$ cat config.mk
export PLATFORM = sky130hd
export DESIGN_NAME = uart_rx_oversampled
export DESIGN_NICKNAME = d
export VERILOG_FILES = /design/src/rtl/uart_pkg.sv /design/src/rtl/uart_rx_tick_gen.sv /design/src/rtl/uart_rx_oversampled.sv
export SDC_FILE = /design/constraint.sdc
export NUM_CORES = 1
export LEC_CHECK = 0
export CELL_PAD_IN_SITES_DETAIL_PLACEMENT = 1
export CELL_PAD_IN_SITES_GLOBAL_PLACEMENT = 1
export CORE_MARGIN = 3
export CORE_UTILIZATION = 51
export CTS_CLUSTER_SIZE = 12
export DETAILED_ROUTE_END_ITERATION = 8
export PLACE_DENSITY_LB_ADDON = 0.1
export SLEW_MARGIN = 20
export SYNTH_ARGS = -nofsm -noshare
export SYNTH_HDL_FRONTEND = slang
export SYNTH_SLANG_ARGS = --single-unit
$ cat constraint.sdc
create_clock -name clk -period 3.8 [get_ports clk]
set_input_delay 0.57 -clock clk [delete_from_list [all_inputs] [get_ports clk]]
set_output_delay 0.57 -clock clk [all_outputs]
set_load 0.005 [all_outputs]
$ cat src/rtl/uart_pkg.sv
// Shared UART definitions: receiver state encoding, the phase-accumulator
// sizing and increment laws (common to the RX and TX tick generators) and
// a 3-input majority helper used by the sample voter.
package uart_pkg;

    typedef enum logic [2:0] {
        IDLE  = 3'd0,
        START = 3'd1,
        DATA  = 3'd2,
        STOP  = 3'd3,
        BREAK = 3'd4
    } rx_state_t;

    // Accumulator width: clog2(clk_freq/baud) + 8 fractional guard bits.
    function automatic int calc_acc_w(input longint unsigned clk_freq,
                                      input longint unsigned baud);
        longint unsigned ratio;
        int w;
        ratio = clk_freq / baud;
        w = 0;
        for (int i = 0; i < 63; i++) begin
            if ((64'd1 << i) < ratio) begin
                w = i + 1;
            end
        end
        return w + 8;
    endfunction

    // Increment = round(baud * os * 2^acc_w / clk_freq), all in 64 bits.
    function automatic longint unsigned calc_inc(input longint unsigned clk_freq,
                                                 input longint unsigned baud,
                                                 input longint unsigned os,
                                                 input int acc_w);
        longint unsigned num;
        num = (baud * os) << acc_w;
        return (num + (clk_freq / 2)) / clk_freq;
    endfunction

    function automatic logic vote3(input logic a, input logic b, input logic c);
        return (a & b) | (a & c) | (b & c);
    endfunction

endpackage

$ cat src/rtl/uart_rx_tick_gen.sv
// Free-running phase accumulator producing the oversampling tick.
// The tick is the accumulator carry, registered, so it is one clk wide.
module uart_rx_tick_gen
    import uart_pkg::*;
#(
    parameter int               ACC_W = 20,
    parameter logic [ACC_W-1:0] INC   = 1
) (
    input  logic clk,
    input  logic rst,
    output logic tick_o
);

    logic [ACC_W-1:0] acc_q;
    logic             tick_q;
    logic [ACC_W:0]   sum_d;

    assign sum_d  = {1'b0, acc_q} + {1'b0, INC};
    assign tick_o = tick_q;

    // Accumulate the increment every clock; the carry out becomes the tick.
    always_ff @(posedge clk or posedge rst) begin
        if (rst) begin
            acc_q  <= '0;
            tick_q <= 1'b0;
        end else begin
            acc_q  <= sum_d[ACC_W-1:0];
            tick_q <= sum_d[ACC_W];
        end
    end

endmodule

$ cat src/rtl/uart_rx_oversampled.sv
// 8N1 UART receiver with OVERSAMPLE x BAUD sampling, 3-sample majority
// vote around mid-bit, false-start rejection, break handling and a
// single-entry valid/ready output holding register.
module uart_rx_oversampled
    import uart_pkg::*;
#(
    parameter int CLK_FREQ   = 25000000,
    parameter int BAUD       = 9600,
    parameter int OVERSAMPLE = 8          // even, >= 4
) (
    input  logic       clk,
    input  logic       rst,
    input  logic       rxd,
    input  logic       rx_ready,
    output logic [7:0] rx_data,
    output logic       rx_valid,
    output logic       rx_overrun,
    output logic       frame_err,
    output logic       rx_busy
);

    localparam int                ACC_W = calc_acc_w(64'(CLK_FREQ), 64'(BAUD));
    localparam longint unsigned   INC_L = calc_inc(64'(CLK_FREQ), 64'(BAUD),
                                                   64'(OVERSAMPLE), ACC_W);
    localparam logic [ACC_W-1:0]  INC   = INC_L[ACC_W-1:0];

    localparam int                SC_W    = $clog2(OVERSAMPLE);
    localparam logic [SC_W-1:0]   SC_V0   = SC_W'(OVERSAMPLE / 2 - 1);
    localparam logic [SC_W-1:0]   SC_V1   = SC_W'(OVERSAMPLE / 2);
    localparam logic [SC_W-1:0]   SC_VOTE = SC_W'(OVERSAMPLE / 2 + 1);
    localparam logic [SC_W-1:0]   SC_LAST = SC_W'(OVERSAMPLE - 1);

    // Handshake: rx_valid means rx_data holds an unconsumed byte; a transfer
    // happens on any clk where rx_valid & rx_ready are both high, and
    // rx_valid drops on the next clk unless a new byte lands in that same clk.

    logic            tick;
    logic [1:0]      sync_q;
    logic            rxd_s;
    rx_state_t       state_q;
    logic [SC_W-1:0] sc_q;        // index of the sample the next tick takes
    logic [2:0]      bit_idx_q;
    logic [1:0]      vote_q;
    logic [7:0]      shreg_q;
    logic            frame_err_q;
    logic [7:0]      rx_data_q;
    logic            rx_valid_q;
    logic            rx_overrun_q;

    logic            at_v0;
    logic            at_v1;
    logic            at_vote;
    logic            at_last;
    logic            voted_bit;
    logic            byte_done;

    uart_rx_tick_gen #(
        .ACC_W (ACC_W),
        .INC   (INC)
    ) u_tick_gen (
        .clk    (clk),
        .rst    (rst),
        .tick_o (tick)
    );

    // Two-flop synchronizer for the asynchronous line, preset to idle-high.
    always_ff @(posedge clk or posedge rst) begin
        if (rst) begin
            sync_q <= 2'b11;
        end else begin
            sync_q <= {sync_q[0], rxd};
        end
    end

    assign rxd_s     = sync_q[1];
    assign at_v0     = (sc_q == SC_V0);
    assign at_v1     = (sc_q == SC_V1);
    assign at_vote   = (sc_q == SC_VOTE);
    assign at_last   = (sc_q == SC_LAST);
    assign voted_bit = vote3(vote_q[0], vote_q[1], rxd_s);
    assign byte_done = tick & (state_q == STOP) & at_vote & voted_bit;

    // Receive FSM with sample counter, vote capture and data shift register.
    always_ff @(posedge clk or posedge rst) begin
        if (rst) begin
            state_q     <= IDLE;
            sc_q        <= '0;
            bit_idx_q   <= '0;
            vote_q      <= '0;
            shreg_q     <= '0;
            frame_err_q <= 1'b0;
        end else begin
            frame_err_q <= 1'b0;
            if (tick) begin
                if ((state_q != IDLE) && (state_q != BREAK)) begin
                    sc_q <= at_last ? '0 : sc_q + SC_W'(1);
                    if (at_v0) vote_q[0] <= rxd_s;
                    if (at_v1) vote_q[1] <= rxd_s;
                end
                case (state_q)
                    IDLE: begin
                        // The tick that sees the low line is sample 0.
                        if (!rxd_s) begin
                            state_q <= START;
                            sc_q    <= SC_W'(1);
                        end
                    end
                    START: begin
                        if (at_vote && voted_bit) begin
                            state_q <= IDLE;
                        end else if (at_last) begin
                            state_q   <= DATA;
                            bit_idx_q <= '0;
                        end
                    end
                    DATA: begin
                        if (at_vote) begin
                            shreg_q <= {voted_bit, shreg_q[7:1]};
                        end
                        if (at_last) begin
                            if (bit_idx_q == 3'd7) begin
                                state_q <= STOP;
                            end else begin
                                bit_idx_q <= bit_idx_q + 3'd1;
                            end
                        end
                    end
                    STOP: begin
                        // Leave at the vote so a following start edge half a
                        // bit early is still caught.
                        if (at_vote) begin
                            if (voted_bit) begin
                                state_q <= IDLE;
                            end else begin
                                frame_err_q <= 1'b1;
                                state_q     <= BREAK;
                            end
                        end
                    end
                    BREAK: begin
                        if (rxd_s) begin
                            state_q <= IDLE;
                        end
                    end
                    default: begin
                        state_q <= IDLE;
                    end
                endcase
            end
        end
    end

    // Output holding register: load on a good stop, flag overwrites.
    always_ff @(posedge clk or posedge rst) begin
        if (rst) begin
            rx_data_q    <= '0;
            rx_valid_q   <= 1'b0;
            rx_overrun_q <= 1'b0;
        end else begin
            if (byte_done) begin
                rx_data_q    <= shreg_q;
                rx_valid_q   <= 1'b1;
                rx_overrun_q <= rx_valid_q & ~rx_ready;
            end else begin
                rx_overrun_q <= 1'b0;
                if (rx_valid_q && rx_ready) begin
                    rx_valid_q <= 1'b0;
                end
            end
        end
    end

    assign rx_data    = rx_data_q;
    assign rx_valid   = rx_valid_q;
    assign rx_overrun = rx_overrun_q;
    assign frame_err  = frame_err_q;
    assign rx_busy    = (state_q != IDLE);

endmodule

==> flow_metrics.py <==
metrics = {
    "timing": {
        "fin_crit_ps": 2160,
        "rsz0062_at_grt": "false",
        "tns_ps": 0,
        "setup_viol": 0,
        "slew_headroom_pct": 40.0,
        "whs_ps": 360,
        "worst_slew_pin_slew_ps": 899,
        "clock_skew_ps": 5.94,
        "min_period_over_period_pct": 56.9,
        "fmax_mhz": 462,
        "final_max_slew_viol_count": 0,
        "hold_viol": 0,
    },
    "route": {
        "first_iter_violations": 83,
        "num_vias": 1411,
        "via_per_inst": 5.56,
        "wire_per_inst_um": 16.8,
        "routed_wl_mm": 4.27,
        "dr.pass1.iters": 4,
        "post-route-drc-count": 0,
        "drtAntennaViolNets": 0,
    },
    "die": {
        "die_w_um": 73.6,
        "fp.dieH_um": 73.6,
        "ioPinCount": 16,
        "rows": 23,
        "die-area_um2": 5410,
        "coreArea_um2": 4200,
        "start_util_pct": 55.4,
    },
    "flow_run": {
        "maxCapViolations": 0,
    },
    "layout": {
        "syn_to_final_growth_pct": 12.5,
        "regArea_um2": 1330,
        "nNetsFinal": 216,
        "multiInputGateArea_um2": 950,
        "n_antenna_cell": 0,
        "drive_above_1_share_pct": 19.1,
        "final.fill_count": 430,
    },
    "grt": {
        "grt_pass1_wl_mm": 7.65,
        "grt_max_degree": 54,
        "grt-ovfl-total": 0,
        "antenna_found_initial": 0,
        "grtUsageTotal_pct": 18.8,
        "grt_pass1_vias": 1571,
    },
    "power_and_ir_drop": {
        "peakVddDrop_mv": 0.219,
        "leakage_nw": 1.21,
        "powerDensity_nw_per_um2": 337,
    },
    "hold_path": {
        "hold_class": "flop to flop",
        "hold_start": "sync_q[0]",
        "min_to": "sync_q[1]",
        "worstHoldPathCells": 0,
    },
    "worst_setup_path": {
        "crit_arrival_ps": 1590,
        "cp.required_ps": 3230,
        "start_kind": "flop",
        "end_kind": "output port",
        "r2r_cells": 6,
        "crit_path_cell_trace": "nor2_1, nand2_1, clkdlybuf4s50_1",
        "crit_path_max_fanout": 8,
        "r2r-start": "sc_q[0]",
        "crit_type": "flop to output port",
        "max_stage_delay_ps": 470,
        "slowest_stage": "dfrtp_1",
        "worstReg2RegEnd": "state_q[0]",
        "regToRegSetupSlack_ps": 1900,
    },
    "logic_synthesis": {
        "synth_area_leaders": "dfrtp_1 (55%), mux2_2 (8.7%), ha_1 (4.3%), xnor2_1 (4.1%), xor2_1 (3.0%)",
        "yosys-top-cells-count": "dfrtp_1 (51), mux2_2 (18), nand2_1 (13), inv_1 (12), xnor2_1 (11)",
        "yosysTopAreaCellShare_pct": 54.8,
        "synthArstFlopShare_pct": 100,
        "synthFlopType": "dfrtp_1",
        "synth_enable_flop_cells": 0,
        "syn_nets": 195,
        "yosysMostFrequentCell": "dfrtp_1",
        "yosysSeqAreaShare_pct": 57.1,
        "synth_seq_cells": 53,
        "syn_avg_cell_area_um2": 12.7,
        "yosysWarnings": 0,
        "yosys.area.top_type": "dfrtp_1",
        "synth_cells": 183,
        "synthDistinctLibCells": 41,
        "netlist_area_um2": 2330,
    },
    "clock_tree": {
        "path_clk_slew_ps": 90,
        "cts-buffers-inserted": 5,
        "cts_hold_buf": 0,
        "htreeDepth": 2,
        "post_cts_buffers": 0,
        "cts_tree": "yes",
        "clockBufferDepth": 2,
        "cts_resized": 0,
        "cts-root-buf": "clkbuf_8",
        "cts_num_sinks": 53,
        "clkLatencyLatePin_ps": 300,
    },
    "place": {
        "hpwl_mm": 3.04,
        "routabilityCongestion": 0.800,
        "place.port_buffers": 15,
    },
    "run_status": {
        "status": "finished clean",
    },
}
[flip-flops by register name, summed over array words and instances, names as in the netlist]
name               cells
frame_err              1
rx_data                8
u_tick_gen.tick_o      1
bit_idx_q              3
shreg_q                8
rx_overrun             1
rx_valid               1
state_q                3
u_tick_gen.acc_q      20
sc_q                   3
vote_q                 2
sync_q                 2
[worst max-delay path by stage]
| stage | cells past startpoint | slack (ps) | start | end |
|---|---|---|---|---|
| floorplan | 1 | 1950 | rst | bit_idx_q[0] |
| global placement | 2 | 1960 | rst | bit_idx_q[2] |
| detailed placement | 2 | 1880 | rst | state_q[0] |
| CTS | 3 | 1630 | state_q[0] | rx_busy |
| global route | 3 | 1580 | state_q[0] | rx_busy |
| finish | 3 | 1640 | state_q[0] | rx_busy |
[critical path: cells and delay by family (launching register included)]
family	cells	cell delay (ps)
flip-flops	1	470
buffers and inverters	1	460
AND/OR/NAND/NOR	2	370
[logic make-up after synthesis]
kind of cell	after synthesis	synth area share, %
AOI/OAI and AO/OA	33	11.2
xor gates and xnor gates	19	7.15
adders and majority gates	9	4.78
buffers and inverters	13	2.15
DFF	53	57.1
muxes	20	9.83
and+or+nand+nor	36	7.79
[power breakdown]
part	internal, mW	total, mW	switching, mW	leakage (nW)
logic	0.00371	0.0155	0.0118	0.462
clock network	0.128	0.301	0.174	0.0412
registers	0.565	0.567	0.00119	0.703
[layout by cell type, fill, tap and decap left out, drive strengths merged, types with 3 or more instances in the layout]
cell / Yosys / layout
xor2: 8 / 8
inv: 12 / 11
nand3: 3 / 3
a211oi: 5 / 5
nand2b: 4 / 4
xnor2: 11 / 11
nor2: 6 / 6
mux2: 20 / 20
dfrtp: 51 / 51
clkbuf: 0 / 6
clkdlybuf4s50: 0 / 15
o21ai: 9 / 9
a21oi: 7 / 7
ha: 8 / 8
nand2: 14 / 14
a22o: 4 / 4
[area by class of cell]
type,count,share of cell area [%]
well taps,50,2.39
repair buffers,15,5.73
flip-flops and latches,53,50.7
clock buffers,6,2.77
inverters,12,1.77
clock inverters,1,0.334
multi-input cells,117,36.3
[per-stage QoR]
step / utilization [%] / area [um^2] / setup WS [ps] / power (mW) / instances
after floorplan: - / 2330 / 1950 / 0.587 / 183
after global placement: 60.4 / 2540 / 1960 / 0.593 / 247
after detailed placement: 60.4 / 2540 / 1880 / 0.594 / 247
after CTS: 62.3 / 2620 / 1630 / 0.898 / 254
after global routing: 62.3 / 2620 / 1580 / 0.921 / 254
final: 62.3 / 2620 / 1640 / 0.884 / 254
[routing by layer]
metal,track usage [%],share of wire [%]
met3,4.24,3.1
met4,8.25,2.3
met1,23.2,43
met2,31.3,51
met5,0,0
Power figures use the tool's default switching activity.
